==> src/rtl/max_filter_ctrl_pkg.sv <==
// Shared definitions for the max-filter sequencer: FSM state encoding,
// neighbour indices and the default pixel width.
package filter_pkg;

  localparam int PIX_W_DEF = 8;

  typedef enum logic [2:0] {
    ST_IDLE  = 3'd0,
    ST_FETCH = 3'd1,
    ST_CAPT  = 3'd2,
    ST_WRITE = 3'd3,
    ST_DONE  = 3'd4
  } state_e;

  localparam logic [2:0] NB_C = 3'd0;
  localparam logic [2:0] NB_U = 3'd1;
  localparam logic [2:0] NB_D = 3'd2;
  localparam logic [2:0] NB_L = 3'd3;
  localparam logic [2:0] NB_R = 3'd4;

endpackage

==> src/rtl/max_filter_ctrl_if.sv <==
// Control, frame-buffer and comparator signals of the max-filter sequencer.
// master = sequencer side, slave = frame buffers / comparator / top control.
interface max_filter_ctrl_if
  import filter_pkg::*;
#(
  parameter int PIX_W  = PIX_W_DEF,
  parameter int ADDR_W = 12
);
  logic              start;
  logic              busy;
  logic              done;
  logic              rd_en;
  logic [ADDR_W-1:0] rd_addr;
  logic [PIX_W-1:0]  rd_data;
  logic [PIX_W-1:0]  cmp_a, cmp_b, cmp_c, cmp_d, cmp_e;
  logic [PIX_W-1:0]  cmp_mayor;
  logic              wr_en;
  logic [ADDR_W-1:0] wr_addr;
  logic [PIX_W-1:0]  wr_data;

  modport master (
    input  start, rd_data, cmp_mayor,
    output busy, done, rd_en, rd_addr,
           cmp_a, cmp_b, cmp_c, cmp_d, cmp_e,
           wr_en, wr_addr, wr_data
  );

  modport slave (
    output start, rd_data, cmp_mayor,
    input  busy, done, rd_en, rd_addr,
           cmp_a, cmp_b, cmp_c, cmp_d, cmp_e,
           wr_en, wr_addr, wr_data
  );
endinterface

==> src/rtl/max_filter_ctrl_addr_gen.sv <==
// Combinational neighbour address generator. Out-of-image neighbours fall
// back to the centre address so the border pixel is replicated.
module max_filter_addr_gen
  import filter_pkg::*;
#(
  parameter int IMG_W  = 64,
  parameter int IMG_H  = 64,
  parameter int ADDR_W = 12,
  parameter int XW     = 6,
  parameter int YW     = 6
) (
  input  logic [XW-1:0]     x_i,
  input  logic [YW-1:0]     y_i,
  input  logic [2:0]        k_i,
  output logic [ADDR_W-1:0] addr_o,
  output logic [ADDR_W-1:0] centre_o
);
  localparam logic [ADDR_W-1:0] ROW_A = ADDR_W'(IMG_W);

  logic [ADDR_W-1:0] centre_s;

  assign centre_s = ADDR_W'(y_i) * ROW_A + ADDR_W'(x_i);
  assign centre_o = centre_s;

  // Validity is decided on x/y first, so the subtractions below never underflow.
  always_comb begin
    addr_o = centre_s;
    case (k_i)
      NB_U:    addr_o = (y_i != YW'(0))         ? centre_s - ROW_A          : centre_s;
      NB_D:    addr_o = (y_i != YW'(IMG_H - 1)) ? centre_s + ROW_A          : centre_s;
      NB_L:    addr_o = (x_i != XW'(0))         ? centre_s - ADDR_W'(1)     : centre_s;
      NB_R:    addr_o = (x_i != XW'(IMG_W - 1)) ? centre_s + ADDR_W'(1)     : centre_s;
      default: addr_o = centre_s;
    endcase
  end
endmodule

==> src/rtl/max_filter_ctrl.sv <==
// Frame sequencer: per pixel, fetch the plus-shaped neighbourhood (5 cycles),
// capture the last read (1 cycle), write the comparator maximum (1 cycle).
module max_filter_ctrl
  import filter_pkg::*;
#(
  parameter int IMG_W  = 64,
  parameter int IMG_H  = 64,
  parameter int PIX_W  = PIX_W_DEF,
  parameter int ADDR_W = 12
) (
  input  logic                 clk,
  input  logic                 reset,
  max_filter_ctrl_if.master    bus
);
  localparam int XW = $clog2(IMG_W);
  localparam int YW = $clog2(IMG_H);

  state_e            state_q, state_d;
  logic [XW-1:0]     x_q, x_d;
  logic [YW-1:0]     y_q, y_d;
  logic [2:0]        k_q, k_d;
  logic [PIX_W-1:0]  op_q [5];
  logic [PIX_W-1:0]  op_d [5];
  logic [ADDR_W-1:0] nb_addr_s, centre_s;
  logic              rd_en_s, wr_en_s, busy_s, done_s;

  max_filter_addr_gen #(
    .IMG_W (IMG_W), .IMG_H (IMG_H), .ADDR_W (ADDR_W), .XW (XW), .YW (YW)
  ) u_addr_gen (
    .x_i      (x_q),
    .y_i      (y_q),
    .k_i      (k_q),
    .addr_o   (nb_addr_s),
    .centre_o (centre_s)
  );

  // Next-state and Moore outputs; read data lags its address by one cycle.
  always_comb begin
    state_d = state_q;
    x_d     = x_q;
    y_d     = y_q;
    k_d     = k_q;
    op_d    = op_q;
    rd_en_s = 1'b0;
    wr_en_s = 1'b0;
    busy_s  = 1'b1;
    done_s  = 1'b0;
    case (state_q)
      ST_IDLE: begin
        busy_s = 1'b0;
        if (bus.start) begin
          x_d     = '0;
          y_d     = '0;
          k_d     = '0;
          state_d = ST_FETCH;
        end else begin
          state_d = ST_IDLE;
        end
      end
      ST_FETCH: begin
        rd_en_s = 1'b1;
        case (k_q)
          NB_U:    op_d[NB_C] = bus.rd_data;
          NB_D:    op_d[NB_U] = bus.rd_data;
          NB_L:    op_d[NB_D] = bus.rd_data;
          NB_R:    op_d[NB_L] = bus.rd_data;
          default: op_d = op_q;
        endcase
        if (k_q == NB_R) begin
          state_d = ST_CAPT;
        end else begin
          k_d = k_q + 3'd1;
        end
      end
      ST_CAPT: begin
        op_d[NB_R] = bus.rd_data;
        state_d    = ST_WRITE;
      end
      ST_WRITE: begin
        wr_en_s = 1'b1;
        if (x_q == XW'(IMG_W - 1) && y_q == YW'(IMG_H - 1)) begin
          state_d = ST_DONE;
        end else begin
          k_d     = '0;
          state_d = ST_FETCH;
          if (x_q == XW'(IMG_W - 1)) begin
            x_d = '0;
            y_d = y_q + YW'(1);
          end else begin
            x_d = x_q + XW'(1);
          end
        end
      end
      ST_DONE: begin
        done_s  = 1'b1;
        state_d = ST_IDLE;
      end
      default: state_d = ST_IDLE;
    endcase
  end

  // State, counters and operand registers.
  always_ff @(posedge clk) begin
    if (reset) begin
      state_q <= ST_IDLE;
      x_q     <= '0;
      y_q     <= '0;
      k_q     <= '0;
      for (int i = 0; i < 5; i++) op_q[i] <= '0;
    end else begin
      state_q <= state_d;
      x_q     <= x_d;
      y_q     <= y_d;
      k_q     <= k_d;
      op_q    <= op_d;
    end
  end

  assign bus.busy    = busy_s;
  assign bus.done    = done_s;
  assign bus.rd_en   = rd_en_s;
  assign bus.rd_addr = nb_addr_s;
  assign bus.wr_en   = wr_en_s;
  assign bus.wr_addr = centre_s;
  assign bus.wr_data = bus.cmp_mayor;
  assign bus.cmp_a   = op_q[NB_C];
  assign bus.cmp_b   = op_q[NB_U];
  assign bus.cmp_c   = op_q[NB_D];
  assign bus.cmp_d   = op_q[NB_L];
  assign bus.cmp_e   = op_q[NB_R];
endmodule
==> src/flat_wrapper.sv <==
// flat-port wrapper written by rule: the top's interface ports become plain ports
module max_filter_ctrl_flat import filter_pkg::*;
#(
  parameter int IMG_W  = 64,
  parameter int IMG_H  = 64,
  parameter int PIX_W  = PIX_W_DEF,
  parameter int ADDR_W = 12
)
  (clk, reset, bus_start, bus_rd_data, bus_cmp_mayor, bus_busy, bus_done, bus_rd_en, bus_rd_addr, bus_cmp_a, bus_cmp_b, bus_cmp_c, bus_cmp_d, bus_cmp_e, bus_wr_en, bus_wr_addr, bus_wr_data);
  max_filter_ctrl_if #(.PIX_W(PIX_W), .ADDR_W(ADDR_W)) bus_i ();
  input  logic clk;
  input  logic reset;
  input wire logic [$bits(bus_i.start)-1:0] bus_start;
  input wire logic [$bits(bus_i.rd_data)-1:0] bus_rd_data;
  input wire logic [$bits(bus_i.cmp_mayor)-1:0] bus_cmp_mayor;
  output wire logic [$bits(bus_i.busy)-1:0] bus_busy;
  output wire logic [$bits(bus_i.done)-1:0] bus_done;
  output wire logic [$bits(bus_i.rd_en)-1:0] bus_rd_en;
  output wire logic [$bits(bus_i.rd_addr)-1:0] bus_rd_addr;
  output wire logic [$bits(bus_i.cmp_a)-1:0] bus_cmp_a;
  output wire logic [$bits(bus_i.cmp_b)-1:0] bus_cmp_b;
  output wire logic [$bits(bus_i.cmp_c)-1:0] bus_cmp_c;
  output wire logic [$bits(bus_i.cmp_d)-1:0] bus_cmp_d;
  output wire logic [$bits(bus_i.cmp_e)-1:0] bus_cmp_e;
  output wire logic [$bits(bus_i.wr_en)-1:0] bus_wr_en;
  output wire logic [$bits(bus_i.wr_addr)-1:0] bus_wr_addr;
  output wire logic [$bits(bus_i.wr_data)-1:0] bus_wr_data;
  assign bus_i.start = bus_start;
  assign bus_i.rd_data = bus_rd_data;
  assign bus_i.cmp_mayor = bus_cmp_mayor;
  assign bus_busy = bus_i.busy;
  assign bus_done = bus_i.done;
  assign bus_rd_en = bus_i.rd_en;
  assign bus_rd_addr = bus_i.rd_addr;
  assign bus_cmp_a = bus_i.cmp_a;
  assign bus_cmp_b = bus_i.cmp_b;
  assign bus_cmp_c = bus_i.cmp_c;
  assign bus_cmp_d = bus_i.cmp_d;
  assign bus_cmp_e = bus_i.cmp_e;
  assign bus_wr_en = bus_i.wr_en;
  assign bus_wr_addr = bus_i.wr_addr;
  assign bus_wr_data = bus_i.wr_data;
  max_filter_ctrl #(.IMG_W(IMG_W), .IMG_H(IMG_H), .PIX_W(PIX_W), .ADDR_W(ADDR_W)) u_core (.clk(clk), .reset(reset), .bus(bus_i));
endmodule
==> config.mk <==
export PLATFORM = sky130hd
export DESIGN_NAME = max_filter_ctrl_flat
export DESIGN_NICKNAME = d
export VERILOG_FILES = /design/src/rtl/max_filter_ctrl_pkg.sv /design/src/rtl/max_filter_ctrl_if.sv /design/src/rtl/max_filter_ctrl_addr_gen.sv /design/src/rtl/max_filter_ctrl.sv /design/src/flat_wrapper.sv
export SDC_FILE = /design/constraint.sdc
export NUM_CORES = 1
export LEC_CHECK = 0
export ABC_AREA = 1
export BUFFER_PORTS_ARGS = -buffer_cell sky130_fd_sc_hd__buf_2
export CAP_MARGIN = 5
export CORE_ASPECT_RATIO = 1.4
export CORE_MARGIN = 4
export CORE_UTILIZATION = 57
export DETAILED_ROUTE_END_ITERATION = 8
export PLACE_DENSITY = 0.86
export SLEW_MARGIN = 0
export SYNTH_ARGS = -nofsm -noshare
export SYNTH_HDL_FRONTEND = slang
export SYNTH_SLANG_ARGS = --single-unit
==> constraint.sdc <==
create_clock -name clk -period 5.4 [get_ports clk]
set_input_delay 0.81 -clock clk [delete_from_list [all_inputs] [get_ports clk]]
set_output_delay 0.81 -clock clk [all_outputs]
set_load 0.1 [all_outputs]
==> summary.txt, run 1 <==
Pwr
  • Internal power: 0.000787 W
  • Pwr dens: 418 nW/um^2
  • Reg power frac: 30.5%
  • Power, Total: 0.00166 W
  • Switch Pwr: 0.000870 W
  • Comb power frac: between 40% and 50%
  • Leakage: 2.06 nW
  • Clk network pwr share: 20.3%
  • Switch share: 52.5%
  • Worst IR Drop VDD: 0.310 mV

Placement
  • Hpwl dp: 7.25 mm
  • Post-Place Cells: 665
  • Dpl ws: 2.27 ns
  • Input/output buffers: 78
  • Gpl congestion: 1.05

Timing
  • Hold Vio Cnt, Final: 0
  • Crit share post-route: 65.2%
  • Slew @ Worst Pin: 0.991 ns
  • Layout Skew: 0.00422 ns
  • Rel. slew slack: 33.8%
  • Setup TNS: 0 ns
  • RSZ-0062 raised after global routing: false
  • # setup viols final: 0
  • Max Fclk: 284 MHz
  • Worst setup margin: roughly 1.9 ns
  • Final Max Slew Viols: 0
  • Min cycle time layout: 3.52 ns

Synth
  • Most common library cells after synthesis: nand2_1 (114), nor2_1 (105), dfxtp_1 (58)
  • Number of flops mapped to enable cells by yosys: 0
  • Post-synth top area cell: dfxtp_1
  • Syn. warnings: 0
  • Ys async rst share: 0%
  • Top-count cell post-synth: nand2_1
  • Post-Syn Nets: 576
  • Mapped cell area: 3500 um^2
  • Syn Inst Count: ~550
  • Seq/Total Area, Yosys: 33.2%
  • Share of the synthesized area in the top cell type: roughly a third
  • Unique masters post-synth: 30
  • Syn_area_per_cell: 6.41 um^2
  • Top_reg_cell synth: dfxtp_1
  • Area contributors post-synth: dfxtp_1 (33%), nand2_1 (12%), nor2_1 (11%)
  • Yosys reg bits: 58

Global routing
  • Gr usage total: 27.5%
  • Vias in the first global route: around 3600
  • Initial antenna violation count: 0
  • First-pass GRT wire length: 16.3 mm
  • GRT overflow: 0
  • Pin count of the biggest net entering global routing: 40

Routing
  • Starting DRT DRC Count: 280
  • Post-DRT Antenna Nets: 0
  • Vias: roughly 3800
  • Drt wl/cell: 14.4 um
  • Routed wire length: 9.81 mm
  • Drt pass-1 iters: 5
  • DRC errors left: 0
  • DR vias/cell: 5.59

Critical path
  • Crit start category: flop
  • CP Max Fanout: 9
  • Largest stage delay, worst path: approximately 0.47 ns
  • WP depth: 9
  • Crit end category: output pin
  • Buf/Inv on CP: 2
  • CP Cell Sequence: ha_1 -> nand3_2 -> nor2_4 -> inv_1 -> ha_1 -> o22ai_1 -> nand2_1 -> nand2_1 -> buf_2
  • Worst EP arrival: 2.71 ns
  • Kind of critical path: flop to output pin
  • Slowest CP cell: dfxtp_1
  • CP required: 4.59 ns
  • R2R depth: 8
  • Largest delay share family, worst path: simple AND/OR/NAND/NOR gates

Clock tree
  • Clk pin slew, worst setup/hold paths: 0.06 ns
  • Post-CTS Setup Bufs: 0
  • Sink Count: 58
  • Clock buffer depth: 2
  • H-Tree Depth: 3
  • PostCTS Resize Cnt: 0
  • CTS tree: built
  • Num CTS Buffers: 9
  • CTS hold repair buffers: 0
  • CTS root buf: clkbuf_8
  • Worst-Skew Late Latency: roughly 0.33 ns

Floorplanning
  • Site Rows: 33
  • Initial Utilization: roughly three fifths
  • IO Count: 95
  • Core area: 5900 um^2
  • Die Y-Extent: ~100 um
  • Total die area: between 7000 and 8000 um^2
  • Die width: about 74 um

Hold path
  • Hold Path Stages: 2
  • Hold Path Class: flop to flop

Layout
  • Layout cells sized above 1: 18.5%
  • Final nets: 637
  • Util after Layout: 67.2%
  • Fin cells: 681
  • Ant. Diodes: 0
  • Area grow syn2layout: 13.5%

Run
  • Number of max-cap violations: 0

Status
  • Status: completed
[cell usage in the layout (no fill, tap or decap), drive strengths merged]
| master | n |
|---|---|
| clkbuf | 13 |
| o22ai | 1 |
| a21oi | 31 |
| nand3b | 1 |
| nand2 | 118 |
| ha | 12 |
| dfxtp | 58 |
| o21ai | 55 |
| nor3 | 4 |
| buf | 78 |
| nand4 | 8 |
| inv | 50 |
| clkinv | 5 |
| or2 | 1 |
| xor2 | 9 |
| nor2 | 114 |
| xnor2 | 1 |
| nand3 | 51 |
| a21o | 1 |
[through the flow]
step	area, um^2	hold slack, ns
after floorplan	3500	0.477
after global placement	3800	0.449
after detailed placement	3800	0.456
after CTS	3970	0.463
after global routing	3970	0.484
final	3970	0.461
[registers in the layout (all words and copies together), names as in the netlist]
name              cells
u_core.bus.cmp_a      8
u_core.bus.cmp_b      8
u_core.bus.cmp_c      8
u_core.bus.cmp_d      8
u_core.bus.cmp_e      8
u_core.x_q            6
u_core.y_q            6
u_core.k_q            3
u_core.state_q        3
[per-layer routing]
metal  GRT usage (%)  part of all wire (%)  wire, um  up-vias
met5               0                     0         0        -
met4            14.2                   4.1       400        0
met3            5.99                   8.8       867       39
met2            46.9                    50      4870      207
met1            31.6                    37      3670     1690
li1                -                     -         -     1874
[power groups by stage]
stage / sequential, W / clock [W] / combinational (W)
2_1_floorplan: 0.000724 / 0 / 0.000492
3_3_place_gp: 0.000511 / 0 / 0.000798
3_5_place_dp: 0.000512 / 0 / 0.000809
4_1_cts: 0.000504 / 0.000344 / 0.000810
5_1_grt: 0.000511 / 0.000362 / 0.000867
6_report: 0.000506 / 0.000337 / 0.000814
[path summary, 6_finish.rpt]
path | from | endpoint | slack, ns
hold / removal | u_core.bus.cmp_c[5] | u_core.bus.cmp_c[5] | 0.46
hold reg to reg | u_core.bus.cmp_c[5] | u_core.bus.cmp_c[5] | 0.46
setup reg to reg | u_core.y_q[1] | u_core.state_q[0] | 3.42
setup / recovery | u_core.x_q[1] | bus_rd_addr[0] | 1.88
[layout make-up]
type,count,area [um^2]
fill,545,1940
clock inverter,3,15.0
clock buffer,13,149
multi-input combinational,407,1970
tap,70,87.6
sequential,58,1160
inverter,52,195
timing repair buffer,78,390
[worst register-to-register path: stages, from the launching register on]
cell and delay (ns):
dfxtp_1 0.59, ha_1 0.28, nand3_1 0.12, nor2_1 0.34, a21oi_2 0.12, nor2_4 0.19, nand3_1 0.11, nand2_1 0.07
inv_1 0.05
[kinds of logic (layout without fill, tap and decap cells)]
logic type,Yosys count,count (layout),share of synthesized area [%]
xor gates and xnor gates,10,10,2.51
buffers and inverters,80,146,10.5
and+or+nand+nor,297,297,36.7
DFF,58,58,33.2
adders and majority gates,12,12,4.29
AOI/OAI and AO/OA,88,88,12.8
No activity file was read; power rests on OpenSTA's default activity.
==> inputs of run 2 (changes only) <==
--- a/config.mk
+++ b/config.mk
@@ -10,9 +10,9 @@
 export CAP_MARGIN = 5
 export CORE_ASPECT_RATIO = 1.4
 export CORE_MARGIN = 4
-export CORE_UTILIZATION = 57
+export CORE_UTILIZATION = 53
 export DETAILED_ROUTE_END_ITERATION = 8
-export PLACE_DENSITY = 0.86
+export PLACE_DENSITY = 0.81
 export SLEW_MARGIN = 0
 export SYNTH_ARGS = -nofsm -noshare
 export SYNTH_HDL_FRONTEND = slang
==> constraint.sdc (replaced) <==
create_clock -name clk -period 3.4 [get_ports clk]
set_input_delay 0.51 -clock clk [delete_from_list [all_inputs] [get_ports clk]]
set_output_delay 0.51 -clock clk [all_outputs]
set_load 0.1 [all_outputs]
==> summary.txt, run 2 (synthesis results as in run 1) <==
Layout
  • Commonest non-fill, non-tap cells in the layout: nand2_1 (114), nor2_1 (105), buf_2 (78)
  • Reg area: 1160 um^2
  • Fill count: between 600 and 700
  • Area of the multi-input gates: 2010 um^2
  • Most common cell after layout, fill and taps aside: nand2_1
  • Area grow syn2layout: 15.2%
  • Layout cells sized above 1: 20.4%
  • Final nets: 638
  • Ant. Diodes: 0

Critical path
  • Largest delay share family, worst path: simple AND/OR/NAND/NOR gates
  • Buf/Inv on CP: 2
  • Slowest CP cell: dfxtp_1
  • FF-to-FF setup slack: 1.47 ns
  • CP Max Fanout: 10
  • Largest stage delay, worst path: 0.56 ns
  • Most frequent CP cell: nand2_1
  • Worst EP arrival: about 2.5 ns
  • CP required: 2.89 ns
  • Crit end category: output pin
  • CP Cell Sequence: nand3_2 -> nor2_4 -> inv_1 -> ha_1 -> o22ai_1 -> nand2_1 -> nand2_1 -> buf_2
  • Kind of critical path: flop to output pin
  • Crit start category: flop

Clock tree
  • Sink Count: 58
  • CTS root buf: clkbuf_8
  • CTS hold repair buffers: 0
  • CTS tree: built
  • Num CTS Buffers: 9
  • Clock buffer depth: 2
  • Clk pin slew, worst setup/hold paths: 0.07 ns
  • H-Tree Depth: 3
  • Post-CTS Setup Bufs: 0
  • Worst-Skew Late Latency: about 0.32 ns
  • PostCTS Resize Cnt: 0

Timing
  • Max Fclk: ~330 MHz
  • Layout Skew: 0.00492 ns
  • Setup TNS: 0 ns
  • Worst setup margin: 0.350 ns
  • Rel. slew slack: between 30% and 40%
  • Slew @ Worst Pin: 0.968 ns
  • RSZ-0062 raised after global routing: false
  • Final Max Slew Viols: 0
  • Min cycle time layout: 3.05 ns
  • Crit share post-route: between 80% and 90%
  • # setup viols final: 0
  • Hold Vio Cnt, Final: 0

Floorplanning
  • Core area: roughly 6300 um^2
  • Die Y-Extent: 104 um
  • IO Count: 95
  • Total die area: approximately 8000 um^2
  • Die width: 76.6 um
  • Initial Utilization: roughly 56%
  • Site Rows: 34

Routing
  • DRC errors left: 0
  • DR vias/cell: 5.42
  • Starting DRT DRC Count: about 250
  • Post-DRT Antenna Nets: 0
  • Drt wl/cell: 14.2 um
  • Routed wire length: 9.72 mm
  • Drt pass-1 iters: 5
  • Vias: ~3700

Global routing
  • GRT overflow: 0
  • Vias in the first global route: 3527
  • Pin count of the biggest net entering global routing: 40
  • Initial antenna violation count: 0
  • First-pass GRT wire length: 16.5 mm
  • Gr usage total: 24.7%

Pwr
  • Pwr dens: 658 nW/um^2
  • Leakage: 2.08 nW
  • Worst IR Drop VDD: between 0.4 and 0.5 mV

Placement
  • Input/output buffers: a little under 80
  • Dpl ws: 0.692 ns
  • Gpl congestion: around 0.94
  • Hpwl dp: 7.41 mm

Run
  • Number of max-cap violations: 0

Hold path
  • Hold Path Class: flop to flop

Status
  • Status: completed
[run 2: changes by cell type in the layout (fill, tap and decap cells not counted)]
cell,before,now
dfxtp_2,0,3
clkinvlp_4,0,2
dfxtp_1,58,55
clkbuf_1,3,1
a21oi_1,30,28
a21oi_4,0,2
buf_4,0,1
o21ai_0,51,47
o21ai_2,0,4
[run 2: final timing paths]
path                          to  cells past startpoint                start
max reg2reg        u_core.k_q[0]                      8        u_core.y_q[1]
min reg2reg  u_core.bus.cmp_c[3]                      2  u_core.bus.cmp_c[3]
min          u_core.bus.cmp_c[3]                      2  u_core.bus.cmp_c[3]
max               bus_rd_addr[0]                      8        u_core.x_q[2]
[run 2: through the flow]
stage	instances	total power (W)	area [um^2]	utilization [%]	hold slack (ns)
final	684	0.00265	4030	64.0	0.461
after global routing	684	0.00279	4030	64.0	0.479
after CTS	684	0.00266	4030	64.0	0.463
after detailed placement	668	0.00212	3850	61.2	0.452
after global placement	668	0.00211	3850	61.2	0.448
after floorplan	545	0.00195	3540	-	0.477
[run 2: layout make-up]
type	count	share of cell area, %
Inverter	52	4.85
Multi-Input combinational cell	407	49.8
Clock inverter	5	0.746
Sequential cell	58	28.9
Clock buffer	11	3.51
Timing Repair Buffer	79	9.88
Tap cell	72	2.24
[run 2: power by group]
part / leakage [nW] / internal (W) / switching (W) / total [W]
Sequential: 0.471 / 0.000744 / 0.0000619 / 0.000806
Combinational: 1.52 / 0.000234 / 0.00107 / 0.00130
Clock: 0.0851 / 0.000280 / 0.000262 / 0.000542
Total: 2.08 / 0.00126 / 0.00139 / 0.00265
[run 2: routing by layer]
metal,vias up,share of wire (%),GRT usage [%]
met2,145,51,43.1
met5,-,0,0
met4,0,2.8,12.4
met1,1671,41,28.3
met3,22,6.0,5.11
li1,1868,-,-
[run 2: tightest hold or removal path, stage by stage (launching register included)]
cell and delay, ns:
dfxtp_1 0.31, nand2_1 0.06, a21oi_1 0.05
